==> config.mk <==
export PLATFORM = sky130hd
export DESIGN_NAME = decode_ctrl_stage_flat
export DESIGN_NICKNAME = d
export VERILOG_FILES = /design/src/rtl/decode_ctrl_stage_pkg.sv /design/src/rtl/decode_ctrl_stage_if.sv /design/src/rtl/decode_ctrl_stage_ctrl_opdec.sv /design/src/rtl/decode_ctrl_stage.sv /design/src/flat_wrapper.sv
export SDC_FILE = /design/constraint.sdc
export NUM_CORES = 1
export LEC_CHECK = 0
export BUFFER_PORTS_ARGS = -buffer_cell sky130_fd_sc_hd__buf_4
export CAP_MARGIN = 20
export CORE_MARGIN = 1
export CORE_UTILIZATION = 45
export DETAILED_ROUTE_END_ITERATION = 16
export PLACE_DENSITY = 0.79
export SYNTH_ARGS = -nofsm -noshare
export SYNTH_HDL_FRONTEND = slang
export SYNTH_SLANG_ARGS = --single-unit
==> constraint.sdc <==
create_clock -name clk -period 4.2 [get_ports clk]
set_input_delay 0.84 -clock clk [delete_from_list [all_inputs] [get_ports clk]]
set_output_delay 0.84 -clock clk [all_outputs]
set_load 0.01 [all_outputs]
==> src/rtl/decode_ctrl_stage_pkg.sv <==
// Shared encodings and the control bundle for the RV32 main-control decode stage.
// The bundle field order matches the decode table columns so it reads left to right.
package decode_ctrl_stage_pkg;

    localparam logic [6:0] OP_LOAD   = 7'b0000011;
    localparam logic [6:0] OP_STORE  = 7'b0100011;
    localparam logic [6:0] OP_RTYPE  = 7'b0110011;
    localparam logic [6:0] OP_BRANCH = 7'b1100011;
    localparam logic [6:0] OP_IALU   = 7'b0010011;
    localparam logic [6:0] OP_JAL    = 7'b1101111;
    localparam logic [6:0] OP_JALR   = 7'b1100111;
    localparam logic [6:0] OP_LUI    = 7'b0110111;
    localparam logic [6:0] OP_AUIPC  = 7'b0010111;

    localparam logic [6:0] F7_BASE   = 7'b0000000;
    localparam logic [6:0] F7_ALT    = 7'b0100000;
    localparam logic [6:0] F7_MULDIV = 7'b0000001;

    typedef enum logic [2:0] {
        IMM_I = 3'b000,
        IMM_S = 3'b001,
        IMM_B = 3'b010,
        IMM_J = 3'b011,
        IMM_U = 3'b100
    } imm_src_e;

    typedef enum logic [1:0] {
        RES_ALU = 2'b00,
        RES_MEM = 2'b01,
        RES_PC4 = 2'b10,
        RES_IMM = 2'b11
    } result_src_e;

    typedef enum logic [1:0] {
        ALU_ADD    = 2'b00,
        ALU_BRANCH = 2'b01,
        ALU_FUNCT  = 2'b10,
        ALU_MULDIV = 2'b11
    } alu_op_e;

    typedef struct packed {
        logic        reg_write;
        imm_src_e    imm_src;
        logic        alu_src;
        logic        alu_src_a;
        logic        mem_write;
        result_src_e result_src;
        logic        branch;
        alu_op_e     alu_op;
        logic        jump;
        logic        jump_reg;
    } ctrl_t;

    localparam ctrl_t CTRL_LOAD = '{reg_write: 1'b1, imm_src: IMM_I, alu_src: 1'b1, alu_src_a: 1'b0,
        mem_write: 1'b0, result_src: RES_MEM, branch: 1'b0, alu_op: ALU_ADD, jump: 1'b0, jump_reg: 1'b0};
    localparam ctrl_t CTRL_STORE = '{reg_write: 1'b0, imm_src: IMM_S, alu_src: 1'b1, alu_src_a: 1'b0,
        mem_write: 1'b1, result_src: RES_ALU, branch: 1'b0, alu_op: ALU_ADD, jump: 1'b0, jump_reg: 1'b0};
    localparam ctrl_t CTRL_RTYPE = '{reg_write: 1'b1, imm_src: IMM_I, alu_src: 1'b0, alu_src_a: 1'b0,
        mem_write: 1'b0, result_src: RES_ALU, branch: 1'b0, alu_op: ALU_FUNCT, jump: 1'b0, jump_reg: 1'b0};
    localparam ctrl_t CTRL_MULDIV = '{reg_write: 1'b1, imm_src: IMM_I, alu_src: 1'b0, alu_src_a: 1'b0,
        mem_write: 1'b0, result_src: RES_ALU, branch: 1'b0, alu_op: ALU_MULDIV, jump: 1'b0, jump_reg: 1'b0};
    localparam ctrl_t CTRL_BRANCH = '{reg_write: 1'b0, imm_src: IMM_B, alu_src: 1'b0, alu_src_a: 1'b0,
        mem_write: 1'b0, result_src: RES_ALU, branch: 1'b1, alu_op: ALU_BRANCH, jump: 1'b0, jump_reg: 1'b0};
    localparam ctrl_t CTRL_IALU = '{reg_write: 1'b1, imm_src: IMM_I, alu_src: 1'b1, alu_src_a: 1'b0,
        mem_write: 1'b0, result_src: RES_ALU, branch: 1'b0, alu_op: ALU_FUNCT, jump: 1'b0, jump_reg: 1'b0};
    localparam ctrl_t CTRL_JAL = '{reg_write: 1'b1, imm_src: IMM_J, alu_src: 1'b0, alu_src_a: 1'b0,
        mem_write: 1'b0, result_src: RES_PC4, branch: 1'b0, alu_op: ALU_ADD, jump: 1'b1, jump_reg: 1'b0};
    localparam ctrl_t CTRL_JALR = '{reg_write: 1'b1, imm_src: IMM_I, alu_src: 1'b1, alu_src_a: 1'b0,
        mem_write: 1'b0, result_src: RES_PC4, branch: 1'b0, alu_op: ALU_ADD, jump: 1'b1, jump_reg: 1'b1};
    localparam ctrl_t CTRL_LUI = '{reg_write: 1'b1, imm_src: IMM_U, alu_src: 1'b0, alu_src_a: 1'b0,
        mem_write: 1'b0, result_src: RES_IMM, branch: 1'b0, alu_op: ALU_ADD, jump: 1'b0, jump_reg: 1'b0};
    localparam ctrl_t CTRL_AUIPC = '{reg_write: 1'b1, imm_src: IMM_U, alu_src: 1'b1, alu_src_a: 1'b1,
        mem_write: 1'b0, result_src: RES_ALU, branch: 1'b0, alu_op: ALU_ADD, jump: 1'b0, jump_reg: 1'b0};

    // funct3 010/011 have no branch meaning in RV32I
    function automatic logic branch_f3_bad(input logic [2:0] f3);
        return (f3 == 3'b010) || (f3 == 3'b011);
    endfunction

endpackage

==> src/rtl/decode_ctrl_stage_if.sv <==
// Handshake bus of the decode stage: IF/ID side (instr in) and ID/EX side (control bundle out).
interface decode_ctrl_stage_if #(
    parameter int PC_W  = 32,
    parameter int CNT_W = 16
);
    logic             in_valid;
    logic             in_ready;
    logic [31:0]      instr;
    logic [PC_W-1:0]  in_pc;

    logic             out_valid;
    logic             out_ready;
    logic [PC_W-1:0]  out_pc;
    logic [2:0]       out_funct3;

    logic             RegWrite;
    logic             MemWrite;
    logic             Branch;
    logic             Jump;
    logic             JumpReg;
    logic             ALUSrc;
    logic             ALUSrcA;
    logic [1:0]       ResultSrc;
    logic [2:0]       ImmSrc;
    logic [1:0]       ALUOp;

    logic             illegal;
    logic             illegal_sticky;
    logic [CNT_W-1:0] decode_count;

    modport slave (
        input  in_valid, instr, in_pc, out_ready,
        output in_ready, out_valid, out_pc, out_funct3,
               RegWrite, MemWrite, Branch, Jump, JumpReg, ALUSrc, ALUSrcA,
               ResultSrc, ImmSrc, ALUOp, illegal, illegal_sticky, decode_count
    );

    modport master (
        output in_valid, instr, in_pc, out_ready,
        input  in_ready, out_valid, out_pc, out_funct3,
               RegWrite, MemWrite, Branch, Jump, JumpReg, ALUSrc, ALUSrcA,
               ResultSrc, ImmSrc, ALUOp, illegal, illegal_sticky, decode_count
    );
endinterface

==> src/rtl/decode_ctrl_stage_ctrl_opdec.sv <==
// Combinational RV32 main-control decoder: instruction word -> control bundle plus illegal flag.
// Illegal encodings always produce an all-zero bundle.
module ctrl_opdec
    import decode_ctrl_stage_pkg::*;
#(
    parameter bit EN_UTYPE  = 1'b1,
    parameter bit EN_MULDIV = 1'b0
) (
    input  logic [31:0] i_instr,
    output ctrl_t       o_ctrl,
    output logic        o_illegal
);

    logic [6:0] w_opcode;
    logic [2:0] w_funct3;
    logic [6:0] w_funct7;
    logic       w_unused_fields;

    assign w_opcode = i_instr[6:0];
    assign w_funct3 = i_instr[14:12];
    assign w_funct7 = i_instr[31:25];
    assign w_unused_fields = ^{i_instr[24:15], i_instr[11:7]};

    // Opcode and funct-field decode into the control bundle
    always_comb begin
        o_ctrl    = '0;
        o_illegal = 1'b0;
        case (w_opcode)
            OP_LOAD:  o_ctrl = CTRL_LOAD;
            OP_STORE: o_ctrl = CTRL_STORE;
            OP_IALU:  o_ctrl = CTRL_IALU;
            OP_JAL:   o_ctrl = CTRL_JAL;
            OP_RTYPE: begin
                if ((w_funct7 == F7_BASE) || (w_funct7 == F7_ALT)) begin
                    o_ctrl = CTRL_RTYPE;
                end else if ((w_funct7 == F7_MULDIV) && EN_MULDIV) begin
                    o_ctrl = CTRL_MULDIV;
                end else begin
                    o_illegal = 1'b1;
                end
            end
            OP_BRANCH: begin
                if (branch_f3_bad(w_funct3)) begin
                    o_illegal = 1'b1;
                end else begin
                    o_ctrl = CTRL_BRANCH;
                end
            end
            OP_JALR: begin
                if (w_funct3 == 3'b000) begin
                    o_ctrl = CTRL_JALR;
                end else begin
                    o_illegal = 1'b1;
                end
            end
            OP_LUI: begin
                if (EN_UTYPE) begin
                    o_ctrl = CTRL_LUI;
                end else begin
                    o_illegal = 1'b1;
                end
            end
            OP_AUIPC: begin
                if (EN_UTYPE) begin
                    o_ctrl = CTRL_AUIPC;
                end else begin
                    o_illegal = 1'b1;
                end
            end
            default: o_illegal = 1'b1;
        endcase
    end

endmodule

==> src/rtl/decode_ctrl_stage.sv <==
// Registered RV32 main-control decode stage: one-entry valid/ready register with flush,
// accepted-instruction counter and sticky illegal status.
module decode_ctrl_stage #(
    parameter bit EN_UTYPE  = 1'b1,
    parameter bit EN_MULDIV = 1'b0,
    parameter int PC_W      = 32,
    parameter int CNT_W     = 16
) (
    input  logic                clk,
    input  logic                reset,
    input  logic                flush,
    decode_ctrl_stage_if.slave  bus
);
    import decode_ctrl_stage_pkg::*;

    ctrl_t            w_ctrl;
    logic             w_illegal;
    logic             w_in_ready;
    logic             w_accept;

    logic             r_valid;
    ctrl_t            r_ctrl;
    logic             r_illegal;
    logic             r_sticky;
    logic [CNT_W-1:0] r_count;
    logic [PC_W-1:0]  r_pc;
    logic [2:0]       r_funct3;

    ctrl_opdec #(
        .EN_UTYPE  (EN_UTYPE),
        .EN_MULDIV (EN_MULDIV)
    ) u_opdec (
        .i_instr   (bus.instr),
        .o_ctrl    (w_ctrl),
        .o_illegal (w_illegal)
    );

    assign w_in_ready = !r_valid || bus.out_ready;
    assign w_accept   = bus.in_valid && w_in_ready && !flush;

    // Pipeline register: reset beats flush, flush beats both accept and drain
    always_ff @(posedge clk) begin
        if (reset) begin
            r_valid   <= 1'b0;
            r_ctrl    <= '0;
            r_illegal <= 1'b0;
            r_sticky  <= 1'b0;
            r_count   <= '0;
            r_pc      <= '0;
            r_funct3  <= 3'b000;
        end else if (flush) begin
            r_valid <= 1'b0;
        end else if (w_accept) begin
            r_valid   <= 1'b1;
            r_ctrl    <= w_ctrl;
            r_illegal <= w_illegal;
            r_sticky  <= r_sticky | w_illegal;
            r_count   <= r_count + CNT_W'(1);
            r_pc      <= bus.in_pc;
            r_funct3  <= bus.instr[14:12];
        end else if (bus.out_ready) begin
            r_valid <= 1'b0;
        end else begin
            r_valid <= r_valid;
        end
    end

    assign bus.in_ready       = w_in_ready;
    assign bus.out_valid      = r_valid;
    assign bus.out_pc         = r_pc;
    assign bus.out_funct3     = r_funct3;
    assign bus.RegWrite       = r_ctrl.reg_write;
    assign bus.ImmSrc         = r_ctrl.imm_src;
    assign bus.ALUSrc         = r_ctrl.alu_src;
    assign bus.ALUSrcA        = r_ctrl.alu_src_a;
    assign bus.MemWrite       = r_ctrl.mem_write;
    assign bus.ResultSrc      = r_ctrl.result_src;
    assign bus.Branch         = r_ctrl.branch;
    assign bus.ALUOp          = r_ctrl.alu_op;
    assign bus.Jump           = r_ctrl.jump;
    assign bus.JumpReg        = r_ctrl.jump_reg;
    assign bus.illegal        = r_illegal;
    assign bus.illegal_sticky = r_sticky;
    assign bus.decode_count   = r_count;

endmodule

==> src/flat_wrapper.sv <==
// flat-port wrapper written by rule: the top's interface ports become plain ports
module decode_ctrl_stage_flat import decode_ctrl_stage_pkg::*;
#(
    parameter bit EN_UTYPE  = 1'b1,
    parameter bit EN_MULDIV = 1'b0,
    parameter int PC_W      = 32,
    parameter int CNT_W     = 16
)
  (clk, reset, flush, bus_in_valid, bus_instr, bus_in_pc, bus_out_ready, bus_in_ready, bus_out_valid, bus_out_pc, bus_out_funct3, bus_RegWrite, bus_MemWrite, bus_Branch, bus_Jump, bus_JumpReg, bus_ALUSrc, bus_ALUSrcA, bus_ResultSrc, bus_ImmSrc, bus_ALUOp, bus_illegal, bus_illegal_sticky, bus_decode_count);
  decode_ctrl_stage_if #(.PC_W(PC_W), .CNT_W(CNT_W)) bus_i ();
  input  logic clk;
  input  logic reset;
  input  logic flush;
  input wire logic [$bits(bus_i.in_valid)-1:0] bus_in_valid;
  input wire logic [$bits(bus_i.instr)-1:0] bus_instr;
  input wire logic [$bits(bus_i.in_pc)-1:0] bus_in_pc;
  input wire logic [$bits(bus_i.out_ready)-1:0] bus_out_ready;
  output wire logic [$bits(bus_i.in_ready)-1:0] bus_in_ready;
  output wire logic [$bits(bus_i.out_valid)-1:0] bus_out_valid;
  output wire logic [$bits(bus_i.out_pc)-1:0] bus_out_pc;
  output wire logic [$bits(bus_i.out_funct3)-1:0] bus_out_funct3;
  output wire logic [$bits(bus_i.RegWrite)-1:0] bus_RegWrite;
  output wire logic [$bits(bus_i.MemWrite)-1:0] bus_MemWrite;
  output wire logic [$bits(bus_i.Branch)-1:0] bus_Branch;
  output wire logic [$bits(bus_i.Jump)-1:0] bus_Jump;
  output wire logic [$bits(bus_i.JumpReg)-1:0] bus_JumpReg;
  output wire logic [$bits(bus_i.ALUSrc)-1:0] bus_ALUSrc;
  output wire logic [$bits(bus_i.ALUSrcA)-1:0] bus_ALUSrcA;
  output wire logic [$bits(bus_i.ResultSrc)-1:0] bus_ResultSrc;
  output wire logic [$bits(bus_i.ImmSrc)-1:0] bus_ImmSrc;
  output wire logic [$bits(bus_i.ALUOp)-1:0] bus_ALUOp;
  output wire logic [$bits(bus_i.illegal)-1:0] bus_illegal;
  output wire logic [$bits(bus_i.illegal_sticky)-1:0] bus_illegal_sticky;
  output wire logic [$bits(bus_i.decode_count)-1:0] bus_decode_count;
  assign bus_i.in_valid = bus_in_valid;
  assign bus_i.instr = bus_instr;
  assign bus_i.in_pc = bus_in_pc;
  assign bus_i.out_ready = bus_out_ready;
  assign bus_in_ready = bus_i.in_ready;
  assign bus_out_valid = bus_i.out_valid;
  assign bus_out_pc = bus_i.out_pc;
  assign bus_out_funct3 = bus_i.out_funct3;
  assign bus_RegWrite = bus_i.RegWrite;
  assign bus_MemWrite = bus_i.MemWrite;
  assign bus_Branch = bus_i.Branch;
  assign bus_Jump = bus_i.Jump;
  assign bus_JumpReg = bus_i.JumpReg;
  assign bus_ALUSrc = bus_i.ALUSrc;
  assign bus_ALUSrcA = bus_i.ALUSrcA;
  assign bus_ResultSrc = bus_i.ResultSrc;
  assign bus_ImmSrc = bus_i.ImmSrc;
  assign bus_ALUOp = bus_i.ALUOp;
  assign bus_illegal = bus_i.illegal;
  assign bus_illegal_sticky = bus_i.illegal_sticky;
  assign bus_decode_count = bus_i.decode_count;
  decode_ctrl_stage #(.EN_UTYPE(EN_UTYPE), .EN_MULDIV(EN_MULDIV), .PC_W(PC_W), .CNT_W(CNT_W)) u_core (.clk(clk), .reset(reset), .flush(flush), .bus(bus_i));
endmodule
==> flow_metrics.tcl <==
set metrics [dict create \
    mostFrequentLayoutCells "121 x buf_4, 91 x nand2_1, 67 x dfxtp_1, 56 x a21oi_1, 15 x nor2_1" \
    syn_avg_cell_area_um2 7.896 \
    cp.required_ns 4.46 \
    routed_via_density 5.139 \
    maxCapViolations 0 \
    hold_slack_ns 0.4532 \
    cts_buffers 9 \
    clkSlewWorstSetupHoldPaths_ns 0.07 \
    ys_seq_area_frac 0.4799 \
    grt_pass1_wl_um 11000 \
    sequentialPowerShare 0.490 \
    status "completed" \
    rsz0062_at_grt "false" \
    clk_path_buf_depth 2 \
    synthMuxAreaShare 0 \
    port_buffers 121 \
    antenna_found_initial 0 \
    setup_total_negative_slack_ns 0 \
    layout-drive-gt1-share 0.3075 \
    dieArea_um2 6531 \
    vdd_drop_max_mv 0.1662 \
    p_total_w 0.001361 \
    cp_num_buf_inv 1 \
    crit_chain "buf_4 -> nor2b_1 -> nand2_2 -> nor4_1 -> o221a_1" \
    tightest_slew_ns 0.9810 \
    synth_top_family_by_area "simple AND/OR/NAND/NOR gates" \
    dpl.hpwl_um 4909 \
    pwr-share-comb 0.113 \
    final_cells 540 \
    clock_skew_ns 0.01052 \
    synth_xor_area_frac 0.01567 \
    finalSetupViolCount 0 \
    ios 138 \
    first_global_vias 2421 \
    fp.dieH_um 80.82 \
    hold_class "register to register" \
    drv_slew 0 \
    syn-num-nets 424 \
    gp_congestion 0.8440 \
    synthAdderAreaFrac 0.004476 \
    synth.ff_latch_count 67 \
    max_freq_mhz 397.9 \
    cts.sinks 67 \
    post-cts-setup-buffers 0 \
    yosys_warnings 0 \
    vias 2775 \
    cts_resized 0 \
    dpl.cell_count 524 \
    slowest_stage "nand2_2" \
    drt-pass1-iter-count 4 \
    synth_compound_area_frac 0.1714 \
    nets 530 \
    fin_crit_sh 0.5984 \
    start_util 0.4693 \
    htreeDepth 3 \
    wirelength_um 7147 \
    avgRoutedWirePerCell_um 13.24 \
    grt_overflow_total 0 \
    clock_latency_ns 0.33 \
    cts_tree "built" \
    leakage_nw 1.613 \
    final-hold-violation-count 0 \
    syn_inst 354 \
    synthSimpleGateAreaFrac 0.2762 \
    p_per_area_nw_per_um2 350.4 \
    rows 28 \
    post-place-ws_ns 1.346 \
    drc_errors 0 \
    drt-initial-drc-count 122 \
    cpPeakStageDelay_ns 0.66 \
    cts_root_buf "clkbuf_8" \
    worstSetupPathType "primary input to register" \
    grt_max_degree 67 \
    period_minus_slack_ns 2.513 \
    critPathArrivalTime_ns 2.78 \
    syn_area_um2 2795 \
    fin_ws_ns 1.687 \
    p_int_w 0.001021 \
    start_kind "primary input" \
    slew_headroom 0.3437 \
    diodes 0 \
    worst-path-max-fanout 54 \
    power_switching_w 0.0003394 \
    synth_cell_types 45 \
    syn_to_final_growth_pct 38.94 \
    detail-route-antenna-nets 0 \
    cts_hold_buf 0 \
    core_um2 5956 \
    crit_path_end_kind "register" \
    clock_power_share 0.397 \
    netSwitchingFraction 0.2494 \
    critical_path.top_delay_family "simple AND/OR/NAND/NOR gates" \
    layout_commonest_cell "buf_4" \
    die_x_um 80.82 \
    grtUsageTotal 0.2188 \
]
==> worst min-delay path: cells and delay by family (launching register included) <==
kind | cells | cell delay (ns)
compound gates | 1 | 0.05
flops | 1 | 0.31
simple gates | 1 | 0.05
==> worst paths after layout <==
path | from | end | slack (ns) | depth (start not counted)
setup / recovery | flush | u_core.bus.ALUSrc | 1.69 | 5
hold / removal | u_core.bus.JumpReg | u_core.bus.JumpReg | 0.45 | 2
setup reg to reg | u_core.bus.out_valid | u_core.bus.ALUSrc | 2.14 | 4
hold reg to reg | u_core.bus.JumpReg | u_core.bus.JumpReg | 0.45 | 2
==> synthesized netlist by cell type, drive strengths merged <==
master | n | area (um2)
clkbuf | 13 | 48.80
a31o | 1 | 8.760
buf | 13 | 70.07
and4bb | 1 | 12.51
nor3 | 7 | 35.03
inv | 6 | 22.52
nand3 | 6 | 30.03
o211ai | 2 | 15.01
nor2 | 15 | 56.30
nor3b | 1 | 7.510
ha | 1 | 12.51
or3b | 1 | 8.760
nand3b | 1 | 7.510
a21oi | 56 | 280.3
nor2b | 3 | 18.77
xnor2 | 2 | 17.52
o22a | 1 | 8.760
or4 | 5 | 37.54
a22oi | 1 | 7.510
or2 | 4 | 27.54
a311oi | 5 | 43.79
o21ai | 8 | 40.04
o221a | 1 | 11.26
and3 | 5 | 31.28
a211oi | 1 | 7.510
dfxtp | 67 | 1341
xor2 | 3 | 26.28
and2 | 4 | 25.02
nor4 | 3 | 18.77
nand2 | 92 | 345.3
a21o | 1 | 7.510
nand4 | 6 | 37.54
and4b | 1 | 10.01
a2111o | 1 | 11.26
clkinvlp | 1 | 5.000
o31ai | 5 | 37.54
nand2b | 3 | 18.77
or3 | 7 | 43.79
==> stage by stage <==
stage / cell area [um2] / utilization
after global placement: 3682 / 0.6183
after detailed placement: 3682 / 0.6183
final: 3884 / 0.6521
after floorplan: 2795 / -
after global routing: 3884 / 0.6521
after CTS: 3884 / 0.6521
==> layout make-up <==
cell class / instances / area (um2)
repair buffers: 121 / 908.4
clock buffers: 10 / 137.6
clock inverters: 6 / 63.81
multi-input cells: 254 / 1311
well taps: 75 / 93.84
flip-flops and latches: 67 / 1341
inverters: 7 / 27.53
fillers: 541 / 2072
==> sequential cells by signal (all words and copies together), names as in the netlist, 2 cells and up <==
signal,flops
u_core.bus.out_pc,32
u_core.bus.decode_count,16
u_core.bus.ImmSrc,3
u_core.bus.out_funct3,3
u_core.bus.ALUOp,2
u_core.bus.ResultSrc,2
==> power groups by stage <==
stage / Combinational [W] / Sequential, W / Clock (W)
2_1_floorplan: 0.0000636 / 0.000690 / 0
6_report: 0.000154 / 0.000667 / 0.000540
3_5_place_dp: 0.000155 / 0.000682 / 0
5_1_grt: 0.000170 / 0.000670 / 0.000582
4_1_cts: 0.000155 / 0.000667 / 0.000550
3_3_place_gp: 0.000152 / 0.000681 / 0
==> logic make-up (layout without fill, tap and decap cells) <==
| kind of cell | Yosys count | count (layout) |
|---|---|---|
| AND/OR/NAND/NOR | 165 | 165 |
| flip-flops | 67 | 67 |
| adder cells (fa/ha/maj) | 1 | 1 |
| AO/OA/AOI/OAI | 83 | 83 |
| XOR/XNOR | 5 | 5 |
| buffers and inverters | 33 | 144 |
==> metal layers <==
layer / wire, um / global-route usage / vias up
li1: - / - / 1428
met1: 2980 / 0.2430 / 1246
met2: 3673 / 0.3933 / 88
met3: 367 / 0.05730 / 13
met4: 127 / 0.08929 / 0
met5: 0 / 0 / -
No activity file was read; power rests on OpenSTA's default activity.
